<file path="src/rtl/mark_period_meter.sv">
// Mark-to-mark period meter: per-channel period, max period, timeout and
// saturation tracking, with counting driven by an asynchronous 1 us time-base.
module mark_period_meter #(
  parameter int unsigned N_CH  = 2,
  parameter int unsigned CNT_W = 32
) (
  input  logic                    clk,
  input  logic                    rst,
  input  logic                    clk1us,
  input  logic [N_CH-1:0]         mark,
  input  logic                    clr_max,
  input  logic [CNT_W-1:0]        timeout_lim,
  output logic [N_CH*CNT_W-1:0]   period,
  output logic [N_CH*CNT_W-1:0]   period_max,
  output logic [N_CH-1:0]         period_vld,
  output logic [N_CH-1:0]         timeout,
  output logic [N_CH-1:0]         sat
);

  localparam int unsigned SW = N_CH + 1;
  localparam logic [CNT_W-1:0] CNT_ONE = 1;
  localparam logic [CNT_W-1:0] CNT_MAX = '1;
  localparam logic [CNT_W-1:0] CNT_PRE = CNT_MAX - CNT_ONE;

  logic [1:0]    rst_sync_q;
  logic          rst_n_int;
  logic [SW-1:0] raw_in;
  logic [SW-1:0] s1_q, s2_q, hist_q, p1_q, p2_q;
  logic          tick_ev;
  logic [N_CH-1:0] mark_ev;

  logic [CNT_W-1:0] cnt_q [N_CH];
  logic [CNT_W-1:0] cnt_d [N_CH];
  logic [CNT_W-1:0] per_q [N_CH];
  logic [CNT_W-1:0] per_d [N_CH];
  logic [CNT_W-1:0] max_q [N_CH];
  logic [CNT_W-1:0] max_d [N_CH];
  logic [N_CH-1:0]  armed_q, armed_d;
  logic [N_CH-1:0]  vld_q, vld_d;
  logic [N_CH-1:0]  to_q, to_d;
  logic [N_CH-1:0]  sat_q, sat_d;

  // Reset asserts asynchronously, releases on the second clk edge after rst rises.
  always_ff @(posedge clk or negedge rst) begin
    if (!rst) rst_sync_q <= '0;
    else      rst_sync_q <= {rst_sync_q[0], 1'b1};
  end

  assign rst_n_int = rst_sync_q[1];
  assign raw_in    = {mark, clk1us};

  // Synchronise tick and marks, detect rising edges, then delay two stages so
  // the period update lands exactly 4 clocks after the first high sample.
  always_ff @(posedge clk or negedge rst_n_int) begin
    if (!rst_n_int) begin
      s1_q   <= '0;
      s2_q   <= '0;
      hist_q <= '0;
      p1_q   <= '0;
      p2_q   <= '0;
    end else begin
      s1_q   <= raw_in;
      s2_q   <= s1_q;
      hist_q <= s2_q;
      p1_q   <= s2_q & ~hist_q;
      p2_q   <= p1_q;
    end
  end

  assign tick_ev = p2_q[0];
  assign mark_ev = p2_q[SW-1:1];

  // Per-channel counter, period capture, max tracking, timeout and saturation.
  always_comb begin
    cnt_d   = cnt_q;
    per_d   = per_q;
    max_d   = max_q;
    armed_d = armed_q;
    vld_d   = '0;
    to_d    = to_q;
    sat_d   = sat_q;
    for (int unsigned i = 0; i < N_CH; i++) begin
      if (clr_max) begin
        max_d[i] = '0;
        sat_d[i] = 1'b0;
      end
      if (mark_ev[i]) begin
        // A mark always restarts the count; a coincident tick is dropped.
        cnt_d[i]   = '0;
        armed_d[i] = 1'b1;
        if (armed_q[i]) begin
          per_d[i] = cnt_q[i];
          vld_d[i] = 1'b1;
          to_d[i]  = 1'b0;
          if (cnt_q[i] > max_d[i]) max_d[i] = cnt_q[i];
        end
      end else begin
        if (tick_ev && (cnt_q[i] != CNT_MAX)) begin
          cnt_d[i] = cnt_q[i] + CNT_ONE;
          if (cnt_q[i] == CNT_PRE) sat_d[i] = 1'b1;
        end
        if (armed_q[i] && (timeout_lim != '0) && (cnt_q[i] == timeout_lim))
          to_d[i] = 1'b1;
      end
    end
  end

  // Channel state registers.
  always_ff @(posedge clk or negedge rst_n_int) begin
    if (!rst_n_int) begin
      for (int unsigned i = 0; i < N_CH; i++) begin
        cnt_q[i] <= '0;
        per_q[i] <= '0;
        max_q[i] <= '0;
      end
      armed_q <= '0;
      vld_q   <= '0;
      to_q    <= '0;
      sat_q   <= '0;
    end else begin
      cnt_q   <= cnt_d;
      per_q   <= per_d;
      max_q   <= max_d;
      armed_q <= armed_d;
      vld_q   <= vld_d;
      to_q    <= to_d;
      sat_q   <= sat_d;
    end
  end

  // Pack registered channel fields onto the flat output buses.
  always_comb begin
    period     = '0;
    period_max = '0;
    for (int unsigned i = 0; i < N_CH; i++) begin
      period[i*CNT_W +: CNT_W]     = per_q[i];
      period_max[i*CNT_W +: CNT_W] = max_q[i];
    end
  end

  assign period_vld = vld_q;
  assign timeout    = to_q;
  assign sat        = sat_q;

endmodule

</file>
<file path="config.mk">
export PLATFORM = sky130hd
export DESIGN_NAME = mark_period_meter
export DESIGN_NICKNAME = d
export VERILOG_FILES = /design/src/rtl/mark_period_meter.sv
export SDC_FILE = /design/constraint.sdc
export NUM_CORES = 1
export LEC_CHECK = 0
export CAP_MARGIN = 20
export CORE_UTILIZATION = 40
export DETAILED_ROUTE_END_ITERATION = 7
export GPL_TIMING_DRIVEN = 1
export PLACE_DENSITY = 0.66
export RECOVER_POWER = 25
export REMOVE_ABC_BUFFERS = 1
export SKIP_CTS_REPAIR_TIMING = 1
export SLEW_MARGIN = 15
export SYNTH_ARGS = -nofsm -noshare
export SYNTH_HDL_FRONTEND = slang
export SYNTH_SLANG_ARGS = --single-unit
</file>
<file path="constraint.sdc">
create_clock -name clk -period 19.2 [get_ports clk]
set_input_delay 3.84 -clock clk [delete_from_list [all_inputs] [get_ports clk]]
set_output_delay 3.84 -clock clk [all_outputs]
set_load 0.01 [all_outputs]
</file>
; After elaboration in Yosys (flattened, before gate mapping)
; Cells that the tools add are included.
[totals]
regBits = 217
input_bits = 38
out_inout_bits = 134
wordCells = 77
[classes]
add_sub_neg = 2
magnitude_cmp = 2
n_eq_ne = 8
muxes = 30
bitwise = 2
reduce_logical = 15
[ops]
columns = op, n
row1 = 32-bit two-way mux, 12
row2 = "32-bit by 1-bit adder with 32-bit output, second input constant", 2
row3 = 32-bit equality test, 2
row4 = "32-bit equality test, second input constant", 2
row5 = 32-bit > comparator, 2
row6 = "32-bit != test, second input constant", 2
row7 = 32-bit nonzero test, 1
row8 = 1-bit two-way mux, 18
row9 = 2-bit AND reduction, 4
row10 = 2-bit nonzero test, 4
row11 = 1-bit logical AND, 6
row12 = "2-bit by 1-bit != test with 1-bit output, second input constant", 2
row13 = 3-bit AND, 1
row14 = 3-bit NOT, 1

; Logic depth before layout (Yosys ltp)
; Gate-level depths: netlist of the first run.
[logic_depth]
depth_word = 5
mapped_depth = 11
depth_no_buf = 8

; Worst setup path before layout of the first run
; No wires, ideal clock.
[synth_timing]
path_type = input-to-reg
start = input clr_max
end = register max_q, in the netlist period_max[10]
t_arrival_ns = 6.216
setup_slack_ns = 12.904
stages = 11
cell_sequence = clkbuf_1 -> clkbuf_1 -> nand2b_1 -> ha_1 -> a21o_1 -> nand3_1 -> a21oi_1 -> or4_1 -> a2bb2oi_1 -> buf_2 -> mux2i_1
[synth_lines]
columns = item, line_no
row1 = from (decl), 11  ; input logic clr_max,
row2 = to (signal assigned), 123  ; max_q <= max_d;
row3 = to (decl), 36  ; logic [CNT_W-1:0] max_q [N_CH];

==> metrics.csv, run 1 <==
stage;metric;value;unit
clock_network;cts.sinks;217;
setup_path;reg2reg_to;period_max[0]$_DFF_PN0_;
setup_path;crit_path_max_fanout;66;
power_and_ir_drop;finalPower;1060;uW
clock_network;cts_root_buf;clkbuf_16;
worst_hold_path;min_from;p1_q[2]$_DFF_PN0_;
finish;final_area;0.0145;mm2
setup_path;worstPathArrival;6.98;ns
clock_network;numCtsBuffers;24;
finish;layout-drive-gt1-share;5.26;%
logic_synthesis;synth_area_per_cell;9.98;um2
die;die_area;0.0294;mm2
logic_synthesis;synthTopCellsByArea;dfrtp_1 (47%), ha_1 (7.4%), mux2i_1 (5.4%);
setup_path;critical_path_class;in -> reg;
die;die-height;172;um
worst_hold_path;worstHoldPathType;reg -> reg;
power_and_ir_drop;vdd_drop_max;0.0600;mV
sta;hold_viol_final;0;
finish;area_delta_synth_final;25.7;%
sta;fin_ws;12.61;ns
clock_network;cts_tree;built;
grt;grt_overflow_total;0;
detailed_routing;vias;8979;
sta;period_share;34.3;%
sta;fin_skew;0.0212;ns
finish;final_cell_mix;dfrtp_1 (217), clkdlybuf4s50_1 (170), nand2_1 (92);
grt;antenna_found_initial;3;
power_and_ir_drop;power.leakage;0.00647;uW
detailed_routing;drtIter0Drc;500;
place;place_area;0.0136;mm2
sta;min_period;6.59;ns
logic_synthesis;ys_ff_latch;217;
clock_network;htreeDepth;1;
setup_path;worst_ep_required_time;19.59;ns
sta;worstMarginPinSlew;2.43;ns
clock_network;clk_path_buf_depth;3;
detailed_routing;wl;30600;um
finish;nets;1419;
die;dieWidth;172;um
detailed_routing;antenna_left;0;
worst_hold_path;hold_end;p2_q[2]$_DFF_PN0_;
die;core;0.0280;mm2
clock_network;clk_pin_slew;0.06;ns
logic_synthesis;synth-edff-count;0;
setup_path;startpoint_type;input pin;
detailed_routing;viasPerCell;5.25;
die;ios;172;
die;initial_core_util;41.1;%
grt;grt_max_degree;77;
grt;grt_pass1_wl;48900;um
setup_path;reg2reg_from;p2_q[1]$_DFF_PN0_;
setup_path;critPathCaptureType;flip-flop;
place;port_buffers;171;
logic_synthesis;yosys_warnings;0;
sta;setup_viol;0;
sta;max_freq;0.152;GHz
logic_synthesis;synth_cell_types;53;
detailed_routing;route.detailed.drc;0;
sta;rsz0062_at_grt;no;
sta;slew_violations;233;
logic_synthesis;yosys.area.top_type_share;47.2;%
finish;final_common_cell;dfrtp_1;
logic_synthesis;netlist_instances;1152;
die;rows;61;
sta;fin_hold_ws;0.345;ns
outcome;violations;max-capacitance violations, max-slew violations;
clock_network;insertion_delay;0.52;ns
place;place.gp.congestion;0.859;
logic_synthesis;yosysTopAreaCell;dfrtp_1;
run;maxCapViolCount;5;
logic_synthesis;ys_seq_area_share;47.2;%
place;place_hpwl;23000;um
logic_synthesis;synth_flop_cell;dfrtp_1;
grt;grtUsageTotal;21.3;%
detailed_routing;dr.pass1.iters;5;
power_and_ir_drop;power_density;73.3;mW/mm2
worst_hold_path;holdPathStages;0;
logic_synthesis;async_flop_share;100;%
setup_path;reg2reg_depth;8;
logic_synthesis;synthesis.area;0.0115;mm2
detailed_routing;wl_per_cell;17.9;um
place;pre_cts_slack;12.01;ns
outcome;status;finished with violations;
setup_path;r2r_slack;14.48;ns
setup_path;startpoint;clr_max;
sta;tns;0;ns
sta;max_slew_margin;-62.1;%
grt;grt_pass1_vias;8948;
[synthesized netlist by cell type, types with 11 or more instances]
cell and number:
or3_1 11, xor2_1 43, nand2_1 93, nor3_1 19
nor4_1 35, nand3_1 33, a21oi_1 45, nand4_1 43
clkbuf_1 36, ha_1 68, nor2_1 61, xnor2_1 66
nand2b_1 62, dfrtp_1 217, o21ai_0 79, mux2i_1 62
inv_1 70
[flip-flops by register name, indices dropped and copies added (netlist names)]
| name | count |
|---|---|
| period_max | 64 |
| hist_q | 3 |
| p2_q | 3 |
| cnt_q | 64 |
| rst_sync_q | 2 |
| armed_q | 2 |
| sat | 2 |
| timeout | 2 |
| period_vld | 2 |
| s1_q | 3 |
| p1_q | 3 |
| s2_q | 3 |
| period | 64 |
[critical path, cell delays in order]
cell and delay (ns):
buf_2 0.08, buf_4 0.47, nand2b_1 0.21, ha_1 0.24, nor2b_1 0.13, o21ai_0 0.22, a21boi_0 0.13, nor4b_1 0.61
a2bb2oi_4 0.16, buf_4 0.48, mux2_2 0.39
[cell type report]
cell class	instances	area (um2)
multi-input combinational	817	5650
fill	2601	13600
antenna	3	7.51
inverter	70	263
clock inverter	8	118
tap	378	473
timing repair buffer	183	1780
clock buffer	35	733
sequential	217	5430
[where the power goes]
group / leakage (uW) / internal, uW / total [uW] / switching, uW
combinational: 0.00307 / 40.3 / 93.3 / 53.0
sequential: 0.00298 / 465 / 474 / 9.58
clock: 0.000420 / 304 / 491 / 187
[layer usage]
metal / up-vias / global-route usage, % / wire (um)
met5: - / 0 / 0
met4: 0 / 6.33 / 773
met3: 47 / 2.55 / 1290
met2: 254 / 36.1 / 15000
met1: 4312 / 28.4 / 13600
li1: 4366 / - / -
[metrics by stage]
stage          util, %  std cells
2_1_floorplan        -       1104
3_3_place_gp      48.6       1664
3_5_place_dp      48.6       1664
4_1_cts           51.6       1707
5_1_grt           51.6       1711
6_report          51.6       1711
[logic make-up (layout without fill, tap and decap cells)]
logic type	count (synthesis)	count (layout)	share of synthesized area (%)
adders and majority gates	68	68	7.40
other	1	4	0.0326
buffers and inverters	118	296	4.00
xor gates and xnor gates	109	109	8.30
and+or+nand+nor	409	409	19.2
AOI/OAI and AO/OA	165	165	8.19
DFF	217	217	47.2
muxes	65	65	5.69
[how the worst max path moves through the flow]
stage,depth (start not counted),end,slack [ns]
4_1_cts,11,period_max[32]$_DFF_PN0_,12.56
3_5_place_dp,11,period_max[32]$_DFF_PN0_,12.01
6_report,11,period_max[0]$_DFF_PN0_,12.61
2_1_floorplan,7,period_max[32]$_DFF_PN0_,11.28
3_3_place_gp,11,period_max[32]$_DFF_PN0_,12.07
5_1_grt,11,period_max[0]$_DFF_PN0_,12.38
Note: power is estimated with default switching activity, not from simulation.
==> run 2: changes to the inputs <==
PLACE_DENSITY = 0.68   (was 0.66)
clock period = 5.95 ns   (was 19.2 ns; I/O delays follow)
==> run 2 against run 1 <==
Clock power rose to 3.3 times the previous value. Design area up 0.25%. Wire length up 2.0%. Count of clock-buffer cells in the layout down 2. The flow still finishes with violations (max-capacitance violations, max-slew violations). Sequential share of layout area down 0.094 points. Sequential cell count unchanged. Cell count about the same. Die area unchanged. Critical path depth down 3. Hold slack better by 0.0029 ns.
==> metrics.csv, run 2 (same netlist as run 1, synthesis figures left out) <==
stage;metric;value;unit;change
clock_network;htreeDepth;1;;unchanged
grt;antenna_found_initial;2;;-1
sta;slew_violations;136;;-42%
detailed_routing;viasPerCell;5.31;;+1.1%
outcome;status;finished with violations;;
grt;grt_use_met3;2.65;%;+0.092 points
die;rows;61;;unchanged
sta;min_period;4.08;ns;
setup_path;worstPathArrival;4.49;ns;-2.49 ns
die;initial_core_util;41.1;%;unchanged
place;place_inst;1663;;-0.060%
clock_network;numCtsBuffers;24;;unchanged
setup_path;startpoint_type;flip-flop;;
setup_path;critical_path_class;reg -> reg;;
sta;worstMarginPinSlew;2.50;ns;+0.0668 ns
finish;nFillCells;2566;;-1.3%
grt;use_met1;28.7;%;+0.40 points
sta;hold_viol_final;0;;unchanged
clock_network;cts_tree;built;;
die;core;0.0280;mm2;unchanged
setup_path;cpLargestDelayFamily;buffers and inverters;;
detailed_routing;wl_per_cell;18.3;um;+2.1%
clock_network;insertion_delay;0.52;ns;about the same
setup_path;worst_ep_required_time;6.36;ns;-13.23 ns
detailed_routing;wl;31200;um;+2.0%
die;die-height;172;um;unchanged
place;place_hpwl;23200;um;+0.82%
grt;grt_pass1_wl;50000;um;+2.1%
clock_network;cts.sinks;217;;unchanged
power_and_ir_drop;power_frac_clock;47.1;%;+0.7 points
setup_path;crit_path_max_fanout;37;;-44%
sta;max_slew_margin;-66.5;%;-4.5 points
power_and_ir_drop;p_switching;816;uW;+230%
detailed_routing;drtIter0Drc;604;;+21%
setup_path;crit_buf_inv;4;;+1
power_and_ir_drop;finalPower;3460;uW;+230%
sta;rsz0062_at_grt;no;;
die;ios;172;;unchanged
sta;setup_viol;0;;unchanged
grt;grt_max_degree;100;;+30%
finish;nets;1418;;-0.070%
run;maxCapViolCount;3;;-2
finish;area_delta_synth_final;26.0;%;
finish;final_common_cell;dfrtp_1;;
die;dieWidth;172;um;unchanged
power_and_ir_drop;power_frac_seq;44.3;%;-0.5 points
setup_path;critPathSlowestCell;clkbuf_1;;
power_and_ir_drop;vdd_drop_max;0.158;mV;+160%
die;die_area;0.0294;mm2;unchanged
detailed_routing;route.detailed.drc;0;;unchanged
detailed_routing;dr.pass1.iters;6;;+1
clock_network;cts_root_buf;clkbuf_16;;
grt;grt_overflow_total;0;;unchanged
place;place.gp.congestion;0.852;;-0.77%
sta;max_freq;0.245;GHz;
sta;period_share;68.6;%;
power_and_ir_drop;power_density;239;mW/mm2;+230%
place;pre_cts_slack;1.32;ns;-10.70 ns
clock_network;clk_path_buf_depth;3;;unchanged
detailed_routing;vias;9074;;+1.1%
detailed_routing;antenna_left;0;;unchanged
outcome;violations;max-capacitance violations, max-slew violations;;
setup_path;crit_chain;clkbuf_1 -> nand2_2 -> buf_4 -> inv_1 -> nand3_1 -> a2bb2oi_4 -> buf_4 -> mux2_2;;
finish;instances_no_fill;1710;;-0.058%
sta;fin_ws;1.87;ns;-10.75 ns
power_and_ir_drop;intPower;2640;uW;+230%
power_and_ir_drop;p_comb_share;8.6;%;-0.2 points
setup_path;cp_common_cell;buf_4;;
grt;grt_pass1_vias;9130;;+2.0%
setup_path;slowest_delay;1.23;ns;+0.62 ns
grt;grtUsageMet2;36.6;%;+0.51 points
power_and_ir_drop;power.leakage;0.00649;uW;+0.34%
setup_path;critPathCaptureType;flip-flop;;
finish;final_cell_mix;dfrtp_1 (217), clkdlybuf4s50_1 (166), nand2_1 (92);;
place;port_buffers;171;;unchanged
grt;top_usage_layer;met2;;
worst_hold_path;worstHoldPathType;reg -> reg;;
clock_network;clk_pin_slew;0.06;ns;about the same
finish;layout-drive-gt1-share;5.49;%;+0.23 points
grt;grtUsageTotal;21.6;%;+0.33 points
sta;fin_skew;0.00841;ns;-0.0128 ns
power_and_ir_drop;p_sw_share;23.6;%;-0.028 points
run 2: worst paths after layout:
path                                    startpoint  slack [ns]  depth (start not counted)                  endpoint
max in group asynchronous  rst_sync_q[1]$_DFF_PN0_        3.08                          1    period[11]$_DFFE_PN0P_
max                              p2_q[2]$_DFF_PN0_        1.87                          8  period_max[32]$_DFF_PN0_
min in group asynchronous                      rst        0.90                          1   rst_sync_q[0]$_DFF_PN0_
max reg2reg                      p2_q[2]$_DFF_PN0_        1.87                          8  period_max[32]$_DFF_PN0_
min                              p1_q[2]$_DFF_PN0_        0.35                          0         p2_q[2]$_DFF_PN0_
min reg2reg                      p1_q[2]$_DFF_PN0_        0.35                          0         p2_q[2]$_DFF_PN0_
run 2: layout make-up:
class / instances / area, um2 / share of cell area, %
clock inverter: 11 / 161 / 1.11
sequential: 217 / 5430 / 37.5
clock buffer: 33 / 716 / 4.94
antenna: 2 / 5.00 / 0.0345
inverter: 70 / 263 / 1.81
tap: 378 / 473 / 3.26
timing repair buffer: 182 / 1790 / 12.4
multi-input combinational: 817 / 5650 / 39.0
run 2: power by group through the flow:
stage	combinational [uW]	clock [uW]	sequential [uW]
floorplan	154	0	1580
global placement	296	0	1560
detailed placement	300	0	1560
CTS	301	1660	1530
global route	326	1710	1540
finish	297	1630	1530
run 2: metal layers:
| layer | vias up | part of all wire, % |
|---|---|---|
| li1 | 4340 | - |
| met1 | 4426 | 44 |
| met2 | 258 | 49 |
| met3 | 50 | 4.3 |
| met4 | 0 | 2.3 |
| met5 | - | 0 |
run 2: through the flow:
step | setup TNS, ns | utilization, % | hold slack, ns | cell area, um2
final | 0 | 51.7 | 0.348 | 14500
after detailed placement | 0 | 48.6 | 0.335 | 13600
after floorplan | -117.15 | - | 0.331 | 11300
after CTS | 0 | 51.7 | 0.350 | 14500
after global routing | 0 | 51.7 | 0.365 | 14500
after global placement | 0 | 48.6 | 0.332 | 13600
==> run 3: changes to the inputs <==
PLACE_DENSITY = 0.66   (was 0.68)
clock period = 3.81 ns   (was 5.95 ns; I/O delays follow)
==> run 3 against run 2 <==
The run still ends with max-capacitance violations, max-slew violations left. Clock power up 53%. Via count shrank 0.17%. Sequential cell count is the same. Sequential power up 57%. Hold slack worse by 0.0072 ns. Cell count grew 0.94%. Non-clock buffer count grew 14. Global-route usage down 0.18 points. Highest routed layer unchanged. Critical path type is now in -> reg. Count of clock-buffer cells in the layout grew 3.
==> metrics.csv, run 3 (same netlist as run 1, synthesis figures left out) <==
stage;metric;value;unit;change
detailed_routing;wl_met1;13600;um;-1.4%
finish;final_cell_mix;dfrtp_1 (217), clkdlybuf4s50_1 (166), nand2_1 (92);;
sta;fin_ws;0.742;ns;-1.12 ns
sta;slew_violations;140;;+2.9%
detailed_routing;wl_per_cell;17.9;um;-1.8%
setup_path;critical_path_class;in -> reg;;
die;dieWidth;172;um;unchanged
sta;hold_viol_final;0;;unchanged
grt;grt_overflow_total;0;;unchanged
power_and_ir_drop;power_density;369;mW/mm2;+54%
place;place_inst;1678;;+0.90%
sta;rsz0062_at_grt;no;;
finish;nets;1433;;+1.1%
finish;area_delta_synth_final;27.0;%;
die;initial_core_util;41.1;%;unchanged
clock_network;insertion_delay;0.52;ns;about the same
die;core;0.0280;mm2;unchanged
sta;max_freq;0.326;GHz;
clock_network;clk_pin_slew;0.06;ns;about the same
detailed_routing;wl;31000;um;-0.87%
sta;period_share;80.5;%;
worst_hold_path;worstHoldPathType;reg -> reg;;
detailed_routing;route.detailed.drc;0;;unchanged
clock_network;cts_tree;built;;
power_and_ir_drop;vdd_drop_max;0.273;mV;+72%
detailed_routing;topRoutingLayerUsed;met4;;
outcome;violations;max-capacitance violations, max-slew violations;;
grt;grtUsageTotal;21.4;%;-0.18 points
clock_network;cts_root_buf;clkbuf_16;;
place;port_buffers;171;;unchanged
finish;layout-drive-gt1-share;6.25;%;+0.76 points
detailed_routing;antenna_left;0;;unchanged
detailed_routing;drtIter0Drc;492;;-19%
sta;fin_skew;0.0149;ns;+0.00652 ns
setup_path;crit_path_max_fanout;23;;-38%
finish;instances_no_fill;1726;;+0.94%
finish;final_common_cell;dfrtp_1;;
detailed_routing;viasPerCell;5.25;;-1.1%
sta;worstMarginPinSlew;2.72;ns;+0.221 ns
sta;setup_viol;0;;unchanged
setup_path;critPathCaptureType;flip-flop;;
detailed_routing;wl_met2;15200;um;-1.1%
grt;grt_pass1_wl;49600;um;-0.73%
place;place_hpwl;23600;um;+1.4%
run;maxCapViolCount;3;;unchanged
detailed_routing;dr.pass1.iters;5;;-1
place;place.gp.congestion;0.907;;+6.5%
detailed_routing;vias;9059;;-0.17%
power_and_ir_drop;power.leakage;0.00655;uW;+0.91%
outcome;status;finished with violations;;
finish;final_area;0.0146;mm2;+0.77%
place;place_area;0.0138;mm2;+1.0%
sta;min_period;3.07;ns;
grt;antenna_found_initial;3;;+1
die;die-height;172;um;unchanged
finish;final_util;52.1;%;+0.40 points
setup_path;worst_ep_required_time;4.25;ns;-2.11 ns
grt;grt_max_degree;79;;-21%
setup_path;startpoint_type;input pin;;
die;die_area;0.0294;mm2;unchanged
clock_network;cts.sinks;217;;unchanged
detailed_routing;wl_met3;1420;um;+4.2%
grt;grt_pass1_vias;9098;;-0.35%
die;ios;172;;unchanged
setup_path;worstPathArrival;3.50;ns;-0.99 ns
place;pre_cts_slack;0.229;ns;-1.09 ns
clock_network;numCtsBuffers;25;;+4.2%
sta;max_slew_margin;-81.3;%;-15 points
clock_network;clk_path_buf_depth;3;;unchanged
clock_network;htreeDepth;1;;unchanged
die;rows;61;;unchanged
[run 3: path summary, 6_finish.rpt]
check,slack (ns),cells after the start,startpoint,to
worst max-delay path,0.74,12,clr_max,period_max[41]$_DFF_PN0_
worst min-delay path,0.34,0,p1_q[2]$_DFF_PN0_,p2_q[2]$_DFF_PN0_
worst max register to register,1.03,6,cnt_q[16]$_DFFE_PN0P_,cnt_q[12]$_DFFE_PN0P_
min in group asynchronous,0.47,1,rst,rst_sync_q[0]$_DFF_PN0_
worst min register to register,0.34,0,p1_q[2]$_DFF_PN0_,p2_q[2]$_DFF_PN0_
max in group asynchronous,1.08,0,rst_sync_q[1]$_DFF_PN0_,period[16]$_DFFE_PN0P_
[run 3: final cells by class]
type / count / area (um2)
fillers: 2570 / 13400
clock inverters: 9 / 126
well taps: 378 / 473
flip-flops and latches: 217 / 5430
inverters: 70 / 263
diodes: 3 / 7.51
clock buffers: 36 / 737
repair buffers: 196 / 1920
multi-input cells: 817 / 5650
[run 3: stage by stage]
stage	total power (uW)	hold WS, ns	TNS, ns
5_1_grt	5580	0.338	0
2_1_floorplan	2700	0.331	-639.56
3_5_place_dp	2940	0.335	0
6_report	5380	0.340	0
4_1_cts	5450	0.338	0
3_3_place_gp	2930	0.332	0
[run 3: routing by layer]
metal  GRT usage [%]  vias to the layer above
met4            6.29                        0
met1            28.2                     4376
met3            2.44                       45
li1                -                     4381
met5               0                        -
met2            36.9                      257
[run 3: critical path, stage by stage]
cell and delay, ns:
buf_2 0.23, buf_4 0.22, buf_4 0.24, nand2b_1 0.16
ha_1 0.26, nand4_1 0.17, nor3_1 0.11, a21boi_0 0.14
nor4_1 0.48, a2bb2oi_4 0.22, buf_4 0.23, mux2i_1 0.24
[run 3: power by group]
part	internal, uW	switching [uW]
logic	223	268
clock network	1540	951
registers	2340	54.9
